<file path="src/rtl/ext_code_pkg.sv">
// ext_code_pkg: shared types and helpers for the external code sequencer.
package ext_code_pkg;

  typedef enum logic {
    DIR_DOWN = 1'b0,
    DIR_UP   = 1'b1
  } dir_e;

  // Index width that never collapses to zero bits for tiny depths.
  function automatic int clog2_min1(input int n);
    return (n <= 2) ? 1 : $clog2(n);
  endfunction

endpackage

</file>
<file path="src/rtl/ext_code_trig_sync.sv">
// ext_code_trig_sync: trigger conditioning and edge detection.
// With EXT_CODE_TRIG_SYNC_EN defined the trigger passes through a 2-flop
// synchronizer; otherwise it is taken as already synchronous to clk.
module ext_code_trig_sync (
  input  logic clk,
  input  logic rst,
  input  logic trig,
  output logic rise,
  output logic fall
);

  logic trg_s;
  logic prev;
  logic armed;

`ifdef EXT_CODE_TRIG_SYNC_EN
  logic trig_p0;
  logic trig_p1;

  // Synchronizer stages p0/p1; left unreset so a trigger held through reset still reads high.
  always_ff @(posedge clk) begin
    trig_p0 <= trig;
    trig_p1 <= trig_p0;
  end

  assign trg_s = trig_p1;
`else
  assign trg_s = trig;
`endif

  // Edge history plus arm flag: after reset a low level must be seen before a rise counts.
  always_ff @(posedge clk) begin
    if (rst) begin
      prev  <= 1'b0;
      armed <= 1'b0;
    end else begin
      prev <= trg_s;
      if (!trg_s) armed <= 1'b1;
    end
  end

  assign rise = trg_s & ~prev & armed;
  assign fall = ~trg_s & prev;

endmodule

</file>
<file path="src/rtl/ext_code_seq.sv">
// ext_code_seq: external code sequencer. Host loads DEPTH code words and a
// start index; each trigger pulse drives the indexed code, then steps the
// index up or down with optional wrap. Optional macro: EXT_CODE_TRIG_SYNC_EN
// (adds a 2-flop trigger synchronizer, +2 cycles trigger latency).
module ext_code_seq
  import ext_code_pkg::*;
#(
  parameter int WIDTH = 32,
  parameter int DEPTH = 8,
  parameter int IDX_W = clog2_min1(DEPTH)
) (
  input  logic             iClk,
  input  logic             iRst,
  input  logic             iSET_CODE_FLAG,
  input  logic [WIDTH-1:0] iSET_CODE,
  input  logic             iSET_INDEX_FLAG,
  input  logic [IDX_W-1:0] iSET_INDEX,
  input  logic             iDir,
  input  logic             iWrap,
  input  logic             iTrigger,
  output logic [WIDTH-1:0] oCode,
  output logic [IDX_W-1:0] oIndex,
  output logic             oActive,
  output logic             oDone
);

  localparam logic [IDX_W-1:0] LAST = IDX_W'(DEPTH - 1);

  logic [WIDTH-1:0] storage [DEPTH];
  logic             rise;
  logic             fall;
  logic [IDX_W-1:0] idx;
  logic [IDX_W-1:0] idx_step;
  logic [IDX_W-1:0] idx_set;
  logic             done_step;
  logic [WIDTH-1:0] code;
  logic             active;
  logic             done;

  ext_code_trig_sync u_trig (
    .clk  (iClk),
    .rst  (iRst),
    .trig (iTrigger),
    .rise (rise),
    .fall (fall)
  );

  // Out-of-range set values clamp to the last entry; a full power-of-two range needs no clamp.
  generate
    if (DEPTH == (1 << IDX_W)) begin : g_noclamp
      assign idx_set = iSET_INDEX;
    end else begin : g_clamp
      assign idx_set = (iSET_INDEX > LAST) ? LAST : iSET_INDEX;
    end
  endgenerate

  // Host write into code storage at the index held before any same-cycle update.
  always_ff @(posedge iClk) begin
    if (iSET_CODE_FLAG) storage[idx] <= iSET_CODE;
  end

  // Next index for a step, and whether the step runs off an unwrapped end.
  always_comb begin
    idx_step  = idx;
    done_step = 1'b0;
    if (dir_e'(iDir) == DIR_UP) begin
      if (idx != LAST)  idx_step = idx + 1'b1;
      else if (iWrap)   idx_step = '0;
      else              done_step = 1'b1;
    end else begin
      if (idx != '0)    idx_step = idx - 1'b1;
      else if (iWrap)   idx_step = LAST;
      else              done_step = 1'b1;
    end
  end

  // Output register and index state; a host set-index overrides a same-cycle step.
  always_ff @(posedge iClk) begin
    if (iRst) begin
      idx    <= '0;
      code   <= '0;
      active <= 1'b0;
      done   <= 1'b0;
    end else begin
      if (rise && !done) begin
        active <= 1'b1;
        code   <= storage[idx];
      end else if (fall && active) begin
        active <= 1'b0;
        code   <= '0;
        idx    <= idx_step;
        if (done_step) done <= 1'b1;
      end
      if (iSET_INDEX_FLAG) begin
        idx  <= idx_set;
        done <= 1'b0;
      end
    end
  end

  assign oCode   = code;
  assign oIndex  = idx;
  assign oActive = active;
  assign oDone   = done;

endmodule
</file>
<file path="config.mk">
export PLATFORM = sky130hd
export DESIGN_NAME = ext_code_seq
export DESIGN_NICKNAME = d
export VERILOG_FILES = /design/src/rtl/ext_code_pkg.sv /design/src/rtl/ext_code_trig_sync.sv /design/src/rtl/ext_code_seq.sv
export SDC_FILE = /design/constraint.sdc
export NUM_CORES = 1
export LEC_CHECK = 0
export BUFFER_PORTS_ARGS = -buffer_cell sky130_fd_sc_hd__buf_4
export CAP_MARGIN = 0
export CELL_PAD_IN_SITES_DETAIL_PLACEMENT = 1
export CELL_PAD_IN_SITES_GLOBAL_PLACEMENT = 2
export CORE_ASPECT_RATIO = 0.7
export CORE_UTILIZATION = 46
export DETAILED_ROUTE_END_ITERATION = 12
export HOLD_SLACK_MARGIN = 0.02
export PLACE_DENSITY_LB_ADDON = 0.3
export RECOVER_POWER = 50
export SLEW_MARGIN = 20
export SYNTH_ARGS = -nofsm -noshare
export SYNTH_HDL_FRONTEND = slang
export SYNTH_HIERARCHICAL = 1
export SYNTH_SLANG_ARGS = --single-unit
</file>
<file path="constraint.sdc">
create_clock -name iClk -period 4.13 [get_ports iClk]
set_input_delay 0.2065 -clock iClk [delete_from_list [all_inputs] [get_ports iClk]]
set_output_delay 0.2065 -clock iClk [all_outputs]
set_load 0.02 [all_outputs]
</file>
# [After elaboration in Yosys (flattened, before gate mapping)]
# Memories as Yosys holds them, arrays and structs flattened. A register that Yosys moved wholly into a read port is not among the register bits.
# Index checks and enable logic that the tools add are counted.
[totals] ff_bits=39 latch_bits=0 ramBits=256 mem_bits_ro=0 input_bits=42 out_inout_bits=37 elab_cells=48 mem_count=1
[mem_list] name="storage" words=8 word_bits=32 read_ports=1 rd_ports_with_merged_regs=1 wr=1 line_no="ext_code_seq.sv:29" rtl="logic [WIDTH-1:0] storage [DEPTH];"
[classes] add_sub_neg=2 n_mul=0 n_div=0 order_cmp=0 eq_ne=3 shifts=0 n_mux=20 bitwise=6 reduce_logical=10
[ops] operator="two-way mux 32 bit" n=2
[ops] operator="two-way mux 3 bit" n=10
[ops] operator="two-way mux 1 bit" n=8
[ops] operator="!= test 4 x 2 -> 1 bit (second input constant)" n=1
[ops] operator="AND reduction 4 bit" n=1
[ops] operator="nonzero test 2 bit" n=2
[ops] operator="nonzero test 4 bit" n=1
[ops] operator="adder 3 x 1 -> 3 bit (second input constant)" n=1
[ops] operator="AND 1 bit" n=3
[ops] operator="!= test 3 bit (second input constant)" n=1
[ops] operator="inverter 1 bit" n=3
[ops] operator="AND reduction 3 bit" n=1
[ops] operator="nonzero test 3 bit" n=1
[ops] operator="subtractor 3 x 1 -> 3 bit (second input constant)" n=1
[ops] operator="logical AND 1 bit" n=2
[ops] operator="!= test 2 bit (second input constant)" n=1
[ops] operator="OR reduction 2 bit" n=1
[ops] operator="zero test 1 bit" n=1

# [Longest topological paths before layout]
# Gate-level depths: netlist of the first run.
[logic_depth] depth_word=8 mapped_depth=8 depth_no_buf=7

# [Cells and area by module]
# The synthesis of the first run kept the hierarchy.
[modules_own_cells] module="ext_code_seq" n_inst=1 cells_each=607 area_per_inst_um2=11247.0 seq_area_each_um2=8488.1
[modules_own_cells] module="ext_code_trig_sync" n_inst=1 cells_each=8 area_per_inst_um2=71.3 seq_area_each_um2=40.0

# [Least setup slack after synthesis of the first run]
# No wires, ideal clock.
[synth_timing] path_type="flip-flop to flip-flop" startpoint="register idx[1], in the netlist oIndex[1]" endpoint="memory storage[2][0] (enable)" setup_time_ns=0.461 arrival_ns=2.847 required_time_ns=3.669 setup_slack_ns=0.822 stages_incl_launch_ff=3 path_buffers=0 path_cell_list="dfxtp_1 nand2_1 nor3_1"
[synth_rtl] element="from (decl)" line_no="ext_code_seq.sv:32" rtl="logic [IDX_W-1:0] idx;"
[synth_rtl] element="from (signal assigned)" line_no="ext_code_seq.sv:91" rtl="idx <= idx_step;"
[synth_rtl] element="from (signal assigned)" line_no="ext_code_seq.sv:95" rtl="idx <= idx_set;"
[synth_rtl] element="to (decl)" line_no="ext_code_seq.sv:29"
# No word-level cell before the write port.

==> results of run 1 <==
through the flow:
stage          util [%]  hold slack, ns  std cells
3_3_place_gp       51.4           0.414        995
5_1_grt            56.0           0.169       1087
4_1_cts            57.1           0.128       1087
2_1_floorplan         -           0.276        615
3_5_place_dp       51.4           0.432        995
6_report           56.0           0.151       1087
final timing paths:
kind,start,end,slack (ns),cells after the start
min,iWrap,register,0.15,4
min reg2reg,oCode[1],oCode[1],0.46,2
max reg2reg,register,oCode[2],1.77,5
max,register,oCode[2],1.77,5
cell families (layout without fill, tap and decap cells):
group                      after synthesis  count (layout)  share of synthesized area, %
adders and majority gates                4               4                         0.442
buffers and inverters                   40             194                          2.55
AOI/OAI and AO/OA                       89              89                          5.76
and+or+nand+nor                         84              84                          3.50
xor gates and xnor gates                 2               2                         0.155
DFF                                    298             298                          75.3
muxes                                   98              98                          12.2
report_power, final:
| group | internal [mW] | switching (mW) |
|---|---|---|
| clock | 1.62 | 1.10 |
| sequential | 3.35 | 0.0479 |
| combinational | 0.174 | 0.261 |
worst reg2reg max path, delay by kind of cell, from the launching register on:
family          cells  cell delay, ns
buf+inv             1            0.44
mux                 1            0.54
compound gates      1            0.22
flops               1            0.78
simple gates        2            0.22
cell usage after synthesis, drive strengths merged, types with 13 or more instances:
master	number	area share, %
mux4	32	6.4
buf	20	1.9
dfxtp	42	7.4
nor2	31	1.1
a32oi	19	1.5
mux2i	66	5.8
a22oi	32	2.1
a21oi	18	0.80
clkbuf	15	0.51
o211ai	13	0.86
nand2	21	0.70
nand2b	21	1.2
edfxtp	256	68
per-layer routing:
layer  global-route usage [%]  wire [µm]
met1                     29.5      12000
met2                     35.7      13000
met3                     3.00       1030
met4                     5.20        525
met5                        0          0
area by class of cell:
type                       count  area (µm²)
fill                        2178       10500
sequential                   298        8530
multi-input combinational    277        2570
timing repair buffer         135         875
clock buffer                  34         754
tap                          318         398
clock inverter                20         226
inverter                       5        18.8
state kept, by name (all words and copies together), names as in the netlist, named ones only:
| register | flops |
|---|---|
| u_trig/armed | 1 |
| oDone | 1 |
| u_trig/prev | 1 |
| oActive | 1 |
| oCode | 32 |
| oIndex | 3 |
| storage | 256 |
==> impl_metrics.json, run 1 <==
{
  "grt_start_max_net_pins": 43,
  "outcome": "finished clean",
  "dr.pass1.iters": 4,
  "antenna_found_initial": 0,
  "cts_buffer_depth": 3,
  "final-hold-violation-count": 0,
  "critPathCaptureType": "register",
  "grt_first_pass_wirelength_um": 39800,
  "slew_headroom_pct": 35.3,
  "grt_overflow_total": 0,
  "grt_pass1_vias": 6586,
  "drcViolationCount": 0,
  "drive_gt1_share_pct": 15.6,
  "place_area_mm2": 0.0123,
  "wl_um": 26500,
  "p_leak_nw": 4.29,
  "worstSetupPathType": "register to register",
  "die_width_um": 189,
  "crit_chain": "buf_4, mux4_2, nand2b_1, a32oi_1, nor2_1",
  "fin_area_mm2": 0.0134,
  "rows": 47,
  "yosysSeqAreaShare_pct": 75.3,
  "cts_tree": "yes",
  "slowest_stage": "dfxtp_4",
  "diodes": 0,
  "rsz0062_at_grt": "no",
  "drt-wirelength-per-cell_um": 24.4,
  "io_buffers": 78,
  "place.gp.congestion": 0.725,
  "die_h_um": 133,
  "htreeDepth": 1,
  "synthDistinctLibCells": 33,
  "fmax_mhz": 425,
  "critPathMaxStageDelay_ns": 0.78,
  "antenna_left": 0,
  "start_kind": "register",
  "numCtsBuffers": 29,
  "vias": 6165,
  "power_mw": 6.54,
  "slew_violations": 0,
  "layout.nets": 792,
  "syn_area_mm2": 0.0113,
  "syn_area_per_cell_um2": 18.4,
  "synth_warnings": 6,
  "ys_ff_latch": 298,
  "drt-initial-drc-count": 344,
  "hp-class": "primary input to register",
  "ys_async_sr_fraction_pct": 0,
  "cp_max_fo": 36,
  "core_area_mm2": 0.0239,
  "fp.dieArea_mm2": 0.0252,
  "cts.sinks": 298,
  "syn_nets": 661,
  "period_needed_ns": 2.36,
  "grtUsageTotal_pct": 21.3,
  "skew_ns": 0.0153,
  "cp_num_buf_inv": 1,
  "worstPathArrival_ns": 2.75,
  "period_share_pct": 57.0,
  "mostFrequentLayoutCell": "edfxtp_1",
  "area_growth_pct": 18.2,
  "p_per_area_mw_per_mm2": 489,
  "finalSetupTns_ns": 0,
  "cts_setup_buffers": 0,
  "final_cell_mix": "edfxtp_1, clkbuf_1, mux2i_1, dfxtp_1, dlygate4sd3_1",
  "setup_ws_ns": 1.77,
  "dp_hpwl_um": 14800,
  "clk_pin_slew_ns": 0.06,
  "viasPerCell": 5.67,
  "synth-main-ff-cell": "edfxtp_1",
  "cts_root_buffer": "clkbuf_16",
  "cts_resized": 0,
  "peakVddDrop_mv": 0.364,
  "cts_hold_buffers": 38,
  "pre_cts_slack_ns": 1.74,
  "maxCapViolations": 0,
  "cp.required_ns": 4.52,
  "clk_latency_ns": 0.55,
  "synth-edff-count": 256,
  "worst_pin_slew_ns": 0.968,
  "finalSetupViolations": 0,
  "ios": 79,
  "crit_family": "flip-flops",
  "syn_inst": 615,
  "start_util_pct": 47.4
}
Power figures use the tool's default switching activity.
==> run 2: changes to the inputs <==
clock period = 2.4 ns   (was 4.13 ns; I/O delays follow)
==> run 2 against run 1 <==
  * Setup slack got worse by 1.5 ns
  * Sequential power is 71% higher
  * Non-clock buffer count grew 16
  * Via count down 1.4%
  * Maximum frequency rose by 10%
  * Register-to-register slack got worse by 1.5 ns
  * Sequential cell count did not move
  * Sequential share of layout area down 0.39 points
==> impl_metrics.json, run 2 (synthesis gave the netlist of run 1 again) <==
{
  "cp_max_fo": 7,
  "ios": 79,
  "grtUsageTotal_pct": 21.9,
  "die_h_um": 133,
  "io_buffers": 78,
  "skew_ns": 0.00836,
  "drt-initial-drc-count": 448,
  "antenna_found_initial": 0,
  "drcViolationCount": 0,
  "outcome": "finished clean",
  "dr.pass1.iters": 5,
  "grt_overflow_total": 0,
  "maxCapViolations": 0,
  "cts_buffer_depth": 3,
  "worstSetupPathType": "register to register",
  "dp_hpwl_um": 15900,
  "fin_area_mm2": 0.0135,
  "diodes": 0,
  "rows": 47,
  "fp.dieArea_mm2": 0.0252,
  "setup_ws_ns": 0.263,
  "met3RoutedLength_um": 1040,
  "largest_register_ffs": 256,
  "worstPathArrival_ns": 2.54,
  "cts_tree": "yes",
  "min-delay-start": "iWrap",
  "start_util_pct": 47.4,
  "period_needed_ns": 2.14,
  "p_per_area_mw_per_mm2": 804,
  "area_growth_pct": 18.9,
  "grt_start_max_net_pins": 43,
  "place_area_mm2": 0.0125,
  "pre_cts_slack_ns": 0.310,
  "num-fill-cells": 2218,
  "cts.sinks": 298,
  "grt_pass1_vias": 6636,
  "slew_violations": 0,
  "worst_pin_slew_ns": 0.689,
  "slew_headroom_pct": 54.1,
  "layout.nets": 807,
  "cp.required_ns": 2.80,
  "cts_root_buffer": "clkbuf_16",
  "dr.max_layer_used": "met4",
  "viasPerCell": 5.53,
  "start_kind": "register",
  "hold_depth": 4,
  "fmax_mhz": 468,
  "wl_um": 26900,
  "mostFrequentLayoutCell": "edfxtp_1",
  "regMostFlops": "storage",
  "period_share_pct": 89.0,
  "finalSetupViolations": 0,
  "die_width_um": 189,
  "numCtsBuffers": 28,
  "hp-class": "primary input to register",
  "antenna_left": 0,
  "peakVddDrop_mv": 0.512,
  "clk_pin_slew_ns": 0.06,
  "rsz0062_at_grt": "no",
  "r2r_start": "oIndex[2]",
  "grt_first_pass_wirelength_um": 41000,
  "clk_latency_ns": 0.53,
  "core_area_mm2": 0.0239,
  "whs_endpoint": "oIndex[2]",
  "drt-wirelength-per-cell_um": 24.5,
  "vias": 6078,
  "finalSetupTns_ns": 0,
  "rrSetupSlack_ns": 0.26,
  "p_leak_nw": 4.34,
  "rr_worst_depth": 6,
  "met1_length_um": 12200,
  "place.gp.congestion": 0.774,
  "final-hold-violation-count": 0,
  "dr_wl_met2_um": 13300,
  "drive_gt1_share_pct": 16.8,
  "final_cell_mix": "edfxtp_1, clkbuf_1, mux2i_1, dfxtp_1, buf_4",
  "htreeDepth": 1,
  "power_mw": 10.8,
  "critPathCaptureType": "register"
}
-- run 2: final cells by class --
| class | count | area, µm² | share of cell area (%) |
|---|---|---|---|
| multi-input cells | 277 | 2590 | 19.2 |
| inverters | 5 | 18.8 | 0.139 |
| repair buffers | 151 | 1050 | 7.79 |
| clock inverters | 9 | 42.5 | 0.316 |
| flip-flops and latches | 298 | 8530 | 63.4 |
| well taps | 318 | 398 | 2.96 |
| clock buffers | 42 | 835 | 6.20 |
-- run 2: stage by stage --
stage / utilization [%] / instances / hold WS, ns
2_1_floorplan: - / 615 / 0.189
3_3_place_gp: 52.2 / 1011 / 0.328
3_5_place_dp: 52.2 / 1011 / 0.333
4_1_cts: 57.5 / 1100 / 0.0300
5_1_grt: 56.4 / 1100 / 0.0699
6_report: 56.4 / 1100 / 0.0570
-- run 2: worst max path at each step --
stage,startpoint,end,depth (start not counted)
after CTS,oIndex[2],register,6
after floorplan,oIndex[0],storage[5][0],2
after detailed placement,oIndex[2],register,6
final,oIndex[2],register,6
after global placement,oIndex[2],register,6
after global routing,oIndex[2],register,6
-- run 2: critical path, cell delays in order, from the launching register on --
cell and delay [ns]:
dfxtp_1 0.53, inv_1 0.14, ha_1 0.21, mux2i_1 0.23, o2111ai_1 0.28, mux2i_1 0.23, a211oi_1 0.38
-- run 2: report_power, final --
part           total (mW)  internal, mW  switching [mW]
Sequential           5.83          5.76          0.0677
Combinational       0.799         0.327           0.473
Clock                4.19          2.39            1.80
-- run 2: timing repair --
action / in CTS / in global routing
buffers inserted: 0 / 0
gates resized for setup: 0 / 0
hold buffers: 38 / 0
endpoints found under the hold margin: 266 / 0
-- run 2: per-layer routing --
metal / up-vias / track usage [%]
li1: 2755 / -
met1: 3158 / 30.7
met2: 134 / 36.7
met3: 31 / 3.06
met4: 0 / 4.48
met5: - / 0
==> run 3: changes to the inputs <==
PLACE_DENSITY = 0.78   (was default)
PLACE_DENSITY_LB_ADDON = default   (was 0.3)
==> run 3 against run 2 <==
  * Global-route usage about the same
  * Combinational power down 0.5%
  * Worst hold slack worse by 0.0026 ns
  * First-iteration DRC count down 32%
  * Power up 8.6%
  * Sequential share of layout area down 0.93 points
  * Die area unchanged
  * Clock power up 22%
  * Routed wire length up 0.38%
  * Via count up 2.7%
  * Highest routed layer unchanged
==> impl_metrics.json, run 3 (synthesis gave the netlist of run 1 again) <==
{
  "outcome": "finished clean",
  "diodes": 0,
  "clk_latency_ns": 0.56,
  "drcViolationCount": 0,
  "dr.max_layer_used": "met4",
  "power_mw": 11.8,
  "finalSetupViolations": 0,
  "critPathCaptureType": "register",
  "viasPerCell": 5.65,
  "layout.nets": 810,
  "slew_headroom_pct": 51.1,
  "slowest_stage": "dfxtp_1",
  "ios": 79,
  "vias": 6242,
  "worst_pin_slew_ns": 0.732,
  "p_leak_nw": 4.45,
  "rows": 47,
  "cp-startpoint": "oIndex[2]",
  "fp.dieArea_mm2": 0.0252,
  "rrSetupSlack_ns": 0.33,
  "grt_overflow_total": 0,
  "cts.sinks": 298,
  "stdcell_count": 1105,
  "grt_pass1_vias": 6742,
  "slew_violations": 0,
  "hold_depth": 4,
  "cts_tree": "yes",
  "worstPathArrival_ns": 2.49,
  "drive_gt1_share_pct": 18.0,
  "area_growth_pct": 20.7,
  "wl_um": 27000,
  "io_buffers": 78,
  "start_util_pct": 47.4,
  "r2r_start": "oIndex[2]",
  "die_h_um": 133,
  "met1_length_um": 12300,
  "drt-initial-drc-count": 305,
  "period_needed_ns": 2.07,
  "die_width_um": 189,
  "fmax_mhz": 483,
  "rsz0062_at_grt": "no",
  "mostFrequentLayoutCell": "edfxtp_1",
  "crit_chain": "inv_1, ha_1, mux2i_1, o2111ai_1, mux2i_1, a211oi_1",
  "clk_pin_slew_ns": 0.06,
  "dr.pass1.iters": 4,
  "fin_area_mm2": 0.0137,
  "cts_root_buffer": "clkbuf_16",
  "grt_start_max_net_pins": 43,
  "dp_cells": 1013,
  "largest_register_ffs": 256,
  "crit_path_frequent_cell": "mux2i_1",
  "place_area_mm2": 0.0124,
  "antenna_found_initial": 0,
  "htreeDepth": 1,
  "cp.required_ns": 2.82,
  "min-delay-start": "iWrap",
  "maxCapViolations": 0,
  "grt_first_pass_wirelength_um": 41000,
  "skew_ns": 0.0203,
  "met3RoutedLength_um": 986,
  "hp-class": "primary input to register",
  "peakVddDrop_mv": 0.700,
  "grtUsageTotal_pct": 21.9,
  "worstSetupPathType": "register to register",
  "num-fill-cells": 2207,
  "whs_endpoint": "oIndex[2]",
  "regMostFlops": "storage",
  "core_area_mm2": 0.0239,
  "cts_buffer_depth": 3,
  "finalSetupTns_ns": 0,
  "rr_worst_depth": 6,
  "start_kind": "register",
  "numCtsBuffers": 29,
  "final-hold-violation-count": 0,
  "p_per_area_mw_per_mm2": 860,
  "drt-wirelength-per-cell_um": 24.5,
  "cp_max_fo": 7,
  "final_cell_mix": "edfxtp_1, clkbuf_1, mux2i_1, buf_4, dfxtp_1",
  "finalHoldWorstSlack_ns": 0.0545,
  "dp_hpwl_um": 16100,
  "critPathMaxStageDelay_ns": 0.55,
  "period_share_pct": 86.4,
  "place.gp.congestion": 0.759,
  "antenna_left": 0,
  "dr_wl_met2_um": 13200
}
## run 3: changes by cell type in the layout (fill, tap and decap cells not counted)
cell       change
clkbuf_8       -3
clkinv_1       -2
buf_12         -2
buf_4          +4
nor2b_2        +1
bufinv_16      +8
clkinv_4       +1
inv_6          +1
clkinv_2       +1
nor2b_4        -1
inv_8          +1
clkbuf_1       -4
nor2_2         -1
nor2_4         +1
## run 3: report_power, final
part / internal, mW / total, mW / switching, mW
clock network: 3.18 / 5.13 / 1.95
registers: 5.76 / 5.84 / 0.0721
logic: 0.324 / 0.795 / 0.472
total: 9.26 / 11.8 / 2.49
## run 3: cell type report
type	instances	area [µm²]	area share, %
sequential	298	8530	62.5
multi-input combinational	277	2590	18.9
timing repair buffer	153	1040	7.60
clock buffer	35	778	5.70
tap	318	398	2.91
clock inverter	19	309	2.26
inverter	5	18.8	0.137
## run 3: how the worst max path moves through the flow
| stage | endpoint | slack [ns] | cells past startpoint |
|---|---|---|---|
| 2_1_floorplan | storage[5][0] | -0.06 | 2 |
| 3_3_place_gp | register | 0.36 | 6 |
| 3_5_place_dp | register | 0.32 | 6 |
| 4_1_cts | oCode[16] | 0.27 | 4 |
| 5_1_grt | register | 0.14 | 6 |
| 6_report | register | 0.33 | 6 |
## run 3: critical path: cells and delay by family (launching register included)
family | cells | cell delay [ns]
DFF | 1 | 0.55
buffers and inverters | 1 | 0.16
AOI/OAI and AO/OA | 2 | 0.60
muxes | 2 | 0.42
adders and majority gates | 1 | 0.23
## run 3: through the flow
step	utilization [%]	setup slack, ns
floorplan	-	-0.0634
global placement	52.1	0.357
detailed placement	52.1	0.323
CTS	58.3	0.271
global route	57.2	0.139
finish	57.2	0.327
## run 3: per-layer routing
layer / up-vias / track usage, %
li1: 2756 / -
met1: 3303 / 30.2
met2: 142 / 36.9
met3: 41 / 2.87
met4: 0 / 5.78
met5: - / 0
## run 3: timing repair
| action | in CTS | in global routing |
|---|---|---|
| hold buffers | 38 | 0 |
| endpoints found under the setup margin | 0 | 0 |
| hold endpoints to repair | 266 | 0 |
| gates resized for setup | 0 | 0 |
| buffers inserted | 0 | 0 |
